`src/rtl/trip_recorder.sv`:
```
// Trip distance recorder: counts distance pulses into a 7-digit BCD total and
// keeps the best (or last) trip total in the record registers for the display.
module trip_recorder #(
  parameter bit KEEP_MAX = 1'b1
) (
  input  logic       clk_i,
  input  logic       rst_i,
  input  logic       trip_start_i,
  input  logic       trip_end_i,
  input  logic       inc_i,
  input  logic       clear_record_i,
  output logic [27:0] live_o,
  output logic       busy_o,
  output logic       overflow_o,
  output logic [3:0] led1_o,
  output logic [3:0] led2_o,
  output logic [3:0] led3_o,
  output logic [3:0] led4_o,
  output logic [3:0] led5_o,
  output logic [3:0] led6_o,
  output logic [3:0] led7_o,
  output logic       has_record_o
);

  typedef enum logic [1:0] {IDLE, RUN, SAVE} state_e;

  localparam logic [27:0] BCD_MAX = 28'h9999999;

  state_e      state_q, state_d;
  logic [27:0] live_q, live_d;
  logic [27:0] rec_q, rec_d;
  logic        busy_q, busy_d;
  logic        ovf_q, ovf_d;
  logic        has_q, has_d;

  // Ripple-carry BCD +1: each digit wraps 9->0 and passes the carry upward.
  function automatic logic [27:0] bcd_inc(input logic [27:0] v);
    logic [27:0] r;
    logic        c;
    r = v;
    c = 1'b1;
    for (int i = 0; i < 7; i++) begin
      if (c) begin
        if (v[i*4 +: 4] == 4'd9) begin
          r[i*4 +: 4] = 4'd0;
        end else begin
          r[i*4 +: 4] = v[i*4 +: 4] + 4'd1;
          c = 1'b0;
        end
      end
    end
    return r;
  endfunction

  always_comb begin
    state_d = state_q;
    live_d  = live_q;
    rec_d   = rec_q;
    ovf_d   = ovf_q;
    has_d   = has_q;
    unique case (state_q)
      IDLE: begin
        if (trip_start_i) begin
          live_d  = '0;
          ovf_d   = 1'b0;
          state_d = RUN;
        end
      end
      RUN: begin
        if (inc_i) begin
          if (live_q == BCD_MAX) ovf_d = 1'b1;
          else                   live_d = bcd_inc(live_q);
        end
        if (trip_end_i) state_d = SAVE;
      end
      SAVE: begin
        // Packed BCD compares correctly as a plain unsigned number.
        if (!KEEP_MAX || !has_q || (live_q > rec_q)) begin
          rec_d = live_q;
          has_d = 1'b1;
        end
        state_d = IDLE;
      end
      default: state_d = IDLE;
    endcase
    // Clearing the record overrides a commit happening in the same cycle.
    if (clear_record_i) begin
      rec_d = '0;
      has_d = 1'b0;
    end
    busy_d = (state_d == RUN);
  end

  always_ff @(posedge clk_i) begin
    if (rst_i) begin
      state_q <= IDLE;
      live_q  <= '0;
      rec_q   <= '0;
      busy_q  <= 1'b0;
      ovf_q   <= 1'b0;
      has_q   <= 1'b0;
    end else begin
      state_q <= state_d;
      live_q  <= live_d;
      rec_q   <= rec_d;
      busy_q  <= busy_d;
      ovf_q   <= ovf_d;
      has_q   <= has_d;
    end
  end

  assign live_o       = live_q;
  assign busy_o       = busy_q;
  assign overflow_o   = ovf_q;
  assign has_record_o = has_q;
  assign led1_o       = rec_q[3:0];
  assign led2_o       = rec_q[7:4];
  assign led3_o       = rec_q[11:8];
  assign led4_o       = rec_q[15:12];
  assign led5_o       = rec_q[19:16];
  assign led6_o       = rec_q[23:20];
  assign led7_o       = rec_q[27:24];

endmodule

```
`config.mk`:
```
export PLATFORM = sky130hd
export DESIGN_NAME = trip_recorder
export DESIGN_NICKNAME = d
export VERILOG_FILES = /design/src/rtl/trip_recorder.sv
export SDC_FILE = /design/constraint.sdc
export NUM_CORES = 1
export LEC_CHECK = 0
export CAP_MARGIN = 5
export CORE_MARGIN = 4
export CORE_UTILIZATION = 35
export DETAILED_ROUTE_END_ITERATION = 8
export GPL_TIMING_DRIVEN = 0
export PLACE_DENSITY_LB_ADDON = 0.12
export SLEW_MARGIN = 20
export SYNTH_ARGS = -nofsm -noshare
export SYNTH_HDL_FRONTEND = slang
export SYNTH_SLANG_ARGS = --single-unit
```
`constraint.sdc`:
```
create_clock -name clk_i -period 5.04 [get_ports clk_i]
set_clock_uncertainty 0.2 [all_clocks]
set_input_delay 0.756 -clock clk_i [delete_from_list [all_inputs] [get_ports clk_i]]
set_output_delay 0.756 -clock clk_i [all_outputs]
set_load 0.02 [all_outputs]
```
Word level (Yosys, flattened, before mapping)
Cells that the tools add are included.
{"block": "op_classes", "add_sub_neg": 7, "order_cmp": 1, "n_eq_ne": 21, "mux": 53, "n_reduce_logical": 14}
{"cell": "two-way mux 28 bit", "n": 3}
{"cell": "case mux 28 bit (2 select lines)", "n": 1}
{"cell": "two-way mux 4 bit", "n": 13}
{"cell": "two-way mux 1 bit", "n": 32}
{"cell": "AND reduction 5 bit", "n": 6}
{"cell": "adder 4 x 1 -> 4 bit (second input constant)", "n": 7}
{"cell": "== test 28 bit (second input constant)", "n": 1}
{"cell": "== test 4 bit (second input constant)", "n": 7}
{"cell": "> comparator 28 bit", "n": 1}
{"cell": "!= test 2 bit (second input constant)", "n": 10}
{"cell": "AND reduction 4 bit", "n": 2}
{"cell": "== test 2 x 1 -> 1 bit (second input constant)", "n": 2}
{"cell": "two-way mux 2 bit", "n": 2}
{"cell": "case mux 2 bit (2 select lines)", "n": 1}
{"cell": "== test 2 bit (second input constant)", "n": 1}
{"cell": "zero test 2 bit", "n": 1}
{"cell": "case mux 1 bit (2 select lines)", "n": 1}
{"cell": "AND reduction 2 bit", "n": 1}
{"cell": "nonzero test 2 bit", "n": 1}
{"cell": "OR reduction 2 bit", "n": 1}
{"cell": "zero test 1 bit", "n": 1}
{"cell": "logical OR 1 bit", "n": 1}
{"block": "totals", "regBits": 61, "input_bits": 6, "out_inout_bits": 59, "word_cells": 108}

Logic depth before layout (Yosys ltp)
Gate-level depths: netlist (run 1).
{"block": "depth", "ltp_word": 29, "ltp_mapped": 9, "ltp_nobuf": 8}

Least setup slack after synthesis (run 1)
Ideal clock, no wire load.
{"block": "synth_path", "path_kind": "reg2reg", "from": "reg live_q[20], in the netlist live_o[20]", "to": "reg rec_q[19]", "setup_ns": 0.060, "arrival_time_ns": 2.257, "t_required_ns": 4.780, "setup_slack_ns": 2.524, "stages_incl_launch_ff": 9, "n_path_buf": 1, "cell_sequence": "dfxtp_1 -> ha_1 -> nand4_1 -> nor3_1 -> a211o_1 -> or3_1 -> o21ai_4 -> buf_4 -> a22o_1"}
{"block": "synth_between", "elab_chain_cells": 3}
{"item": "start, declared", "line": "30", "source": "logic [27:0] live_q, live_d;"}
{"item": "start signal, assigned", "line": "104", "source": "live_q <= live_d;"}
{"item": "> comparator 28 bit", "line": "78", "source": "if (!KEEP_MAX || !has_q || (live_q > rec_q)) begin"}
{"item": "logical OR 1 bit", "line": "78"}
{"item": "AND reduction 2 bit (no source line)"}
{"item": "end signal, assigned", "line": "105", "source": "rec_q <= rec_d;"}
{"item": "end, declared", "line": "31", "source": "logic [27:0] rec_q, rec_d;"}
Every way passes these cells.
A chain may end at the register's enable or synchronous reset.

Worst setup path in the final report (run 1)
{"block": "layout_path", "from": "reg live_q[20], in the netlist live_o[20]", "to": "reg rec_q[22]"}
Same word-level chain as after synthesis.

==> results of run 1 <==
[critical path: cells and delay by family (launching register included)]
family,cells,cell delay (ns)
buf+inv,1,0.28
compound gates,3,0.82
fa+ha+maj,1,0.30
flops,1,0.53
simple gates,3,0.67
[placed cells by master (no fill, tap or decap), types with 10 or more instances in the layout]
cell type,Yosys,final
a22o_1,28,28
nor3_1,13,13
ha_1,42,42
inv_1,37,37
a21oi_1,22,22
nor2_1,23,23
dfxtp_1,61,61
nand2_1,18,18
clkbuf_8,0,10
clkdlybuf4s50_1,0,64
[flip-flops by register name (all words and copies together), names as in the netlist]
signal,flops
live_o,28
rec_q,28
overflow_o,1
busy_o,1
state_q,2
has_record_o,1
[power by group through the flow]
| stage | clock [mW] | sequential [mW] | combinational, mW |
|---|---|---|---|
| after floorplan | 0 | 0.519 | 0.0804 |
| after global placement | 0 | 0.514 | 0.130 |
| after detailed placement | 0 | 0.515 | 0.132 |
| after CTS | 0.441 | 0.504 | 0.132 |
| after global routing | 0.461 | 0.506 | 0.145 |
| final | 0.434 | 0.504 | 0.132 |
[final cells by class]
class                   instances  area, µm²  area share
multi-input cells             249       1900       0.441
inverters                      37        139      0.0323
well taps                     129        161      0.0375
clock inverters                 4       47.5      0.0111
flip-flops and latches         61       1220       0.284
repair buffers                 64        641       0.149
clock buffers                  12        145      0.0337
plain buffers                   8       48.8      0.0113
[how the worst min path moves through the flow]
| stage | slack, ns | depth (start not counted) | to |
|---|---|---|---|
| 4_1_cts | 0.30 | 1 | rec_q[11]$_SDFFE_PP0P_ |
| 5_1_grt | 0.33 | 1 | rec_q[6]$_SDFFE_PP0P_ |
| 3_3_place_gp | 0.28 | 1 | rec_q[9]$_SDFFE_PP0P_ |
| 2_1_floorplan | 0.38 | 2 | overflow_o$_SDFFE_PP0P_ |
| 6_report | 0.30 | 1 | rec_q[9]$_SDFFE_PP0P_ |
| 3_5_place_dp | 0.28 | 1 | rec_q[24]$_SDFFE_PP0P_ |
[through the flow]
stage	instance area (µm²)	hold slack (ns)	std cells	setup WS, ns
CTS	4300	0.301	564	2.19
global placement	4110	0.280	548	1.97
global route	4300	0.330	564	2.02
floorplan	3310	0.376	355	2.52
finish	4300	0.296	564	2.18
detailed placement	4110	0.285	548	1.94
[routing by layer]
layer / GRT usage / wire [µm] / vias up
met5: 0 / 0 / -
met4: 0.0562 / 123 / 0
met2: 0.238 / 3710 / 55
li1: - / - / 1427
met1: 0.230 / 4410 / 1373
met3: 0.0284 / 287 / 10
[cells by family (layout without fill, tap and decap cells)]
family	count (synthesis)	in the layout	share of synthesized area
AO/OA/AOI/OAI	87	87	0.192
XOR/XNOR	14	14	0.0371
adder cells (fa/ha/maj)	42	42	0.159
buffers and inverters	45	125	0.0568
flip-flops	61	61	0.369
multiplexers	1	1	0.00303
AND/OR/NAND/NOR	105	105	0.183
==> results by group, run 1 <==
STA
  – Slew Limit Fails: 0
  – Period minus WS final: around 2.9 ns
  – Unrepaired setup endpoints after global routing: false
  – Slew margin rel.: 0.621
  – Final setup TNS: 0 ns
  – Count of final setup violators: 0
  – F_max: around 0.35 GHz
  – Final Hold Viols: 0
  – Final Cycle Share: 0.567
  – Worst-Margin Slew: roughly 0.56 ns

Logic synthesis
  – Leading cell type by number of instances after synthesis: dfxtp_1
  – Cell taking the most area after synthesis: dfxtp_1
  – Synth warnings: 0
  – Post-synthesis sequential area ratio: 0.369
  – Top cell type's share of synthesized area: 0.369
  – Distinct cells, synth: 54
  – Synth Instances: approximately 360
  – Avg Cell Area, Syn: a little over 9 µm²
  – Synth Flop Type: dfxtp_1
  – Yosys reg bits: 61
  – Synth area leaders: dfxtp_1 37%, ha_1 16%, a22o_1 7.4%
  – Synthesized area: approximately 0.0033 mm²
  – Syn nets: around 400
  – Post-synth top cells: 61 x dfxtp_1, 42 x ha_1, 37 x inv_1
  – Post-synth EDFFs: 0
  – Asr flop ratio synth: 0

Placement
  – PortBufs: between 60 and 70
  – Dpl hpwl: 6.27 mm
  – Placer Congestion: a little under 0.8

Power and ir drop
  – Clk network pwr share: 0.406
  – Total power: 1.07 mW
  – P per Cell Area: ~250 mW/mm²
  – Comb power frac: 0.123
  – P_int: roughly 0.78 mW
  – Switching share of total power: 0.268
  – Leakage power: approximately 1.7 nW
  – Switch Pwr: around 0.29 mW
  – Reg power frac: 0.471
  – Peak VDD IR: a little over 100 µV

Detailed routing
  – DRC: 0
  – Final wirelength: roughly 8.5 mm
  – Pre-Repair DR Iteration Count: 4
  – DR iter-0 viols: approximately 110
  – Wire per inst: 15.1 µm
  – Post-DRT Antenna Nets: 0
  – DR vias: ~2900
  – Via-per-instance ratio: around 5.1

Critical path
  – End of the critical path: rec_q[22]$_SDFFE_PP0P_
  – Nature of the critical path endpoint: flip-flop
  – WS Path Type: reg -> reg
  – Startpoint Class: flip-flop
  – WP data arrival: approximately 3 ns
  – CP max FO: 10
  – Crit path cell chain: ha_1 > nand4_1 > nor3_1 > a211o_1 > or3_1 > o21ai_4 > buf_4 > a22o_1
  – Flop2flop setup slack: roughly 2.2 ns
  – R2r worst-path depth: 8
  – Critical R2R Capture: rec_q[22]$_SDFFE_PP0P_
  – Slowest cell on crit path: dfxtp_1
  – R2r startpoint: live_o[20]$_SDFFE_PP0P_
  – Crit path from: live_o[20]$_SDFFE_PP0P_
  – CP required: around 5.1 ns
  – Max stage delay on crit path: between 0.5 and 0.6 ns

Die
  – Die area: ~0.011 mm²
  – CORE AREA: ~0.0092 mm²
  – Die width: approximately 110 µm
  – Starting Density: 0.358
  – Die height: around 110 µm
  – Row count: 35
  – Total I/O pin count: 65

Clock tree
  – Sink Count: 61
  – Root Driver: clkbuf_8
  – Setup bufs post-CTS: 0
  – Clk_lat worst skew: between 0.3 and 0.4 ns
  – TritonCTS clock tree: done
  – Hold_buf cts: 0
  – Worst-path clk slew: 0.07 ns
  – Clock buffer count from CTS: 9
  – Clock Path Buffers: 2
  – H-tree depth: 3
  – CTS resizes: 0

Finish
  – # nets final: approximately 480
  – Final core utilization: 0.466
  – Ant. Diodes: 0
  – Share of layout cells above drive strength 1: 0.0736
  – Layout area overhead: 30.1%
  – Fillers: ~920

Global routing
  – Initial antenna violation count: 0
  – Vias in the first global route: about 2800
  – GRT Util Overall: 0.160
  – Largest net degree at the start of global routing: 11
  – GR Overflow Total: 0
  – First-pass GRT wire length: around 14 mm

Job
  – Maxcap violations: 0

Hold path
  – Hold Startpoint: rec_q[9]$_SDFFE_PP0P_
  – Worst hold path type: reg -> reg

Outcome
  – Outcome: complete, no violations
Note: power is estimated with default switching activity, not from simulation.
==> inputs of run 2 (changes only) <==
==> constraint.sdc (replaced) <==
create_clock -name clk_i -period 2.3 [get_ports clk_i]
set_clock_uncertainty 0.2 [all_clocks]
set_input_delay 0.345 -clock clk_i [delete_from_list [all_inputs] [get_ports clk_i]]
set_output_delay 0.345 -clock clk_i [all_outputs]
set_load 0.02 [all_outputs]
==> results by group, run 2 (synthesized netlist as in run 1, its figures left out) <==
Outcome
  – Outcome: finished with violations
  – Failing checks: setup timing

Detailed routing
  – DRC: 0
  – Post-DRT Antenna Nets: 0
  – Via-per-instance ratio: 4.95
  – Pre-Repair DR Iteration Count: 4
  – DR iter-0 viols: 90
  – DR vias: between 2000 and 3000
  – Wire per inst: about 15 µm
  – Final wirelength: about 9.0 mm

STA
  – Slew Limit Fails: 0
  – Final Hold Viols: 0
  – Worst-Margin Slew: around 0.55 ns
  – Period minus WS final: ~2.4 ns
  – Setup ws final: -0.101 ns
  – F_max: between 0.4 and 0.5 GHz
  – Slew margin rel.: 0.634
  – Unrepaired setup endpoints after global routing: true
  – Count of final setup violators: 35
  – Final Cycle Share: 1.04

Finish
  – Final core utilization: 0.556
  – Post-layout instance count excluding filler cells: 601
  – Layout area overhead: 55.4%
  – Ant. Diodes: 0
  – Share of layout cells above drive strength 1: 0.362
  – # nets final: 515
  – Commonest non-fill, non-tap cell in the layout: clkdlybuf4s50_1
  – Commonest cells after routing, fill and taps aside: 64 x clkdlybuf4s50_1, 33 x dfxtp_4, 32 x buf_4

Clock tree
  – Worst-path clk slew: about 0.070 ns
  – Clock Path Buffers: 2
  – Sink Count: between 60 and 70
  – Clock buffer count from CTS: 9
  – TritonCTS clock tree: done
  – Root Driver: clkbuf_8
  – Clk_lat worst skew: 0.34 ns
  – H-tree depth: 3
  – Hold_buf cts: 0

Placement
  – Placer Congestion: 0.777
  – PortBufs: 64
  – Placed Instances: 548
  – Dpl hpwl: between 6 and 7 mm

Global routing
  – Initial antenna violation count: 0
  – First-pass GRT wire length: around 15 mm
  – GRT Util Overall: 0.164
  – Largest net degree at the start of global routing: 12
  – GR Overflow Total: 0
  – Vias in the first global route: around 2800

Hold path
  – Worst hold path type: reg -> reg

Die
  – Row count: 35
  – Die height: ~110 µm
  – CORE AREA: 0.00924 mm²
  – Die area: approximately 0.011 mm²
  – Total I/O pin count: 65
  – Die width: ~110 µm
  – Starting Density: 0.358

Power and ir drop
  – Total power: ~2.4 mW
  – P per Cell Area: 469 mW/mm²
  – Peak VDD IR: 234 µV
  – Leakage power: about 2.0 nW

Critical path
  – CP required: ~2.4 ns
  – Crit path cell chain: inv_2 > ha_1 > nand4_1 > nor3_2 > a211o_1 > or3_4 > o21ai_4 > buf_6 > a22o_1
  – CP max FO: 10
  – Startpoint Class: flip-flop
  – WS Path Type: reg -> reg
  – WP data arrival: 2.48 ns
  – Slowest cell on crit path: dfxtp_4
  – Max stage delay on crit path: between 0.3 and 0.4 ns
  – Nature of the critical path endpoint: flip-flop

Job
  – Maxcap violations: 0
[run 2: cell count changes in the layout (fill, tap and decap cells not counted), sizes merged]
cell and change:
buf +37, bufinv -1, clkbuf +1, clkinvlp -1, inv +1
[run 2: final cells by class]
cell class / instances / area, µm²
buffer: 8 / 68.8
fill: 837 / 4100
sequential: 61 / 1360
inverter: 37 / 139
clock inverter: 3 / 16.3
multi-input combinational: 249 / 2260
timing repair buffer: 101 / 955
tap: 129 / 161
clock buffer: 13 / 180
[run 2: per-layer routing]
layer,part of all wire,GRT usage,vias to the layer above
met5,0,0,-
met4,0.011,0.0534,0
met3,0.032,0.0315,9
met2,0.47,0.262,46
met1,0.49,0.221,1411
li1,-,-,1511
[run 2: through the flow]
stage	cell area, µm²	setup WS, ns	setup TNS [ns]	hold slack [ns]
after floorplan	3570	-0.00536	-0.0593	0.291
after global placement	4380	-0.358	-11.51	0.261
after detailed placement	4380	-0.409	-13.43	0.264
after CTS	4870	-0.123	-2.70	0.281
after global routing	5140	-0.191	-6.43	0.297
final	5140	-0.101	-2.20	0.281
[run 2: power by group]
group          leakage (nW)  internal (mW)  switching (mW)
logic                  1.39          0.176           0.205
clock network         0.105          0.514           0.445
registers             0.523           1.04          0.0296
total                  2.01           1.73           0.679
[run 2: worst paths after layout]
| kind | start | endpoint | slack, ns | cells after the start |
|---|---|---|---|---|
| setup / recovery | rec_q[18]$_SDFFE_PP0P_ | rec_q[24]$_SDFFE_PP0P_ | -0.10 | 9 |
| hold / removal | rec_q[5]$_SDFFE_PP0P_ | rec_q[5]$_SDFFE_PP0P_ | 0.28 | 1 |
| setup reg to reg | rec_q[18]$_SDFFE_PP0P_ | rec_q[24]$_SDFFE_PP0P_ | -0.10 | 9 |
| hold reg to reg | rec_q[5]$_SDFFE_PP0P_ | rec_q[5]$_SDFFE_PP0P_ | 0.28 | 1 |
[run 2: what timing repair did]
| action | in CTS | in global routing |
|---|---|---|
| pin swaps | 12 | 21 |
| gates resized for setup | 31 | 40 |
| hold endpoints to repair | 0 | 0 |
| cloned | 1 | 0 |
| setup buffers | 21 | 15 |
| endpoints found under the setup margin | 52 | 53 |
[run 2: worst max-delay path: cells and delay by family (launching register included)]
family	cells	cell delay (ns)
AOI/OAI and AO/OA	3	0.69
and+or+nand+nor	3	0.62
DFF	1	0.35
adders and majority gates	1	0.27
buffers and inverters	2	0.23
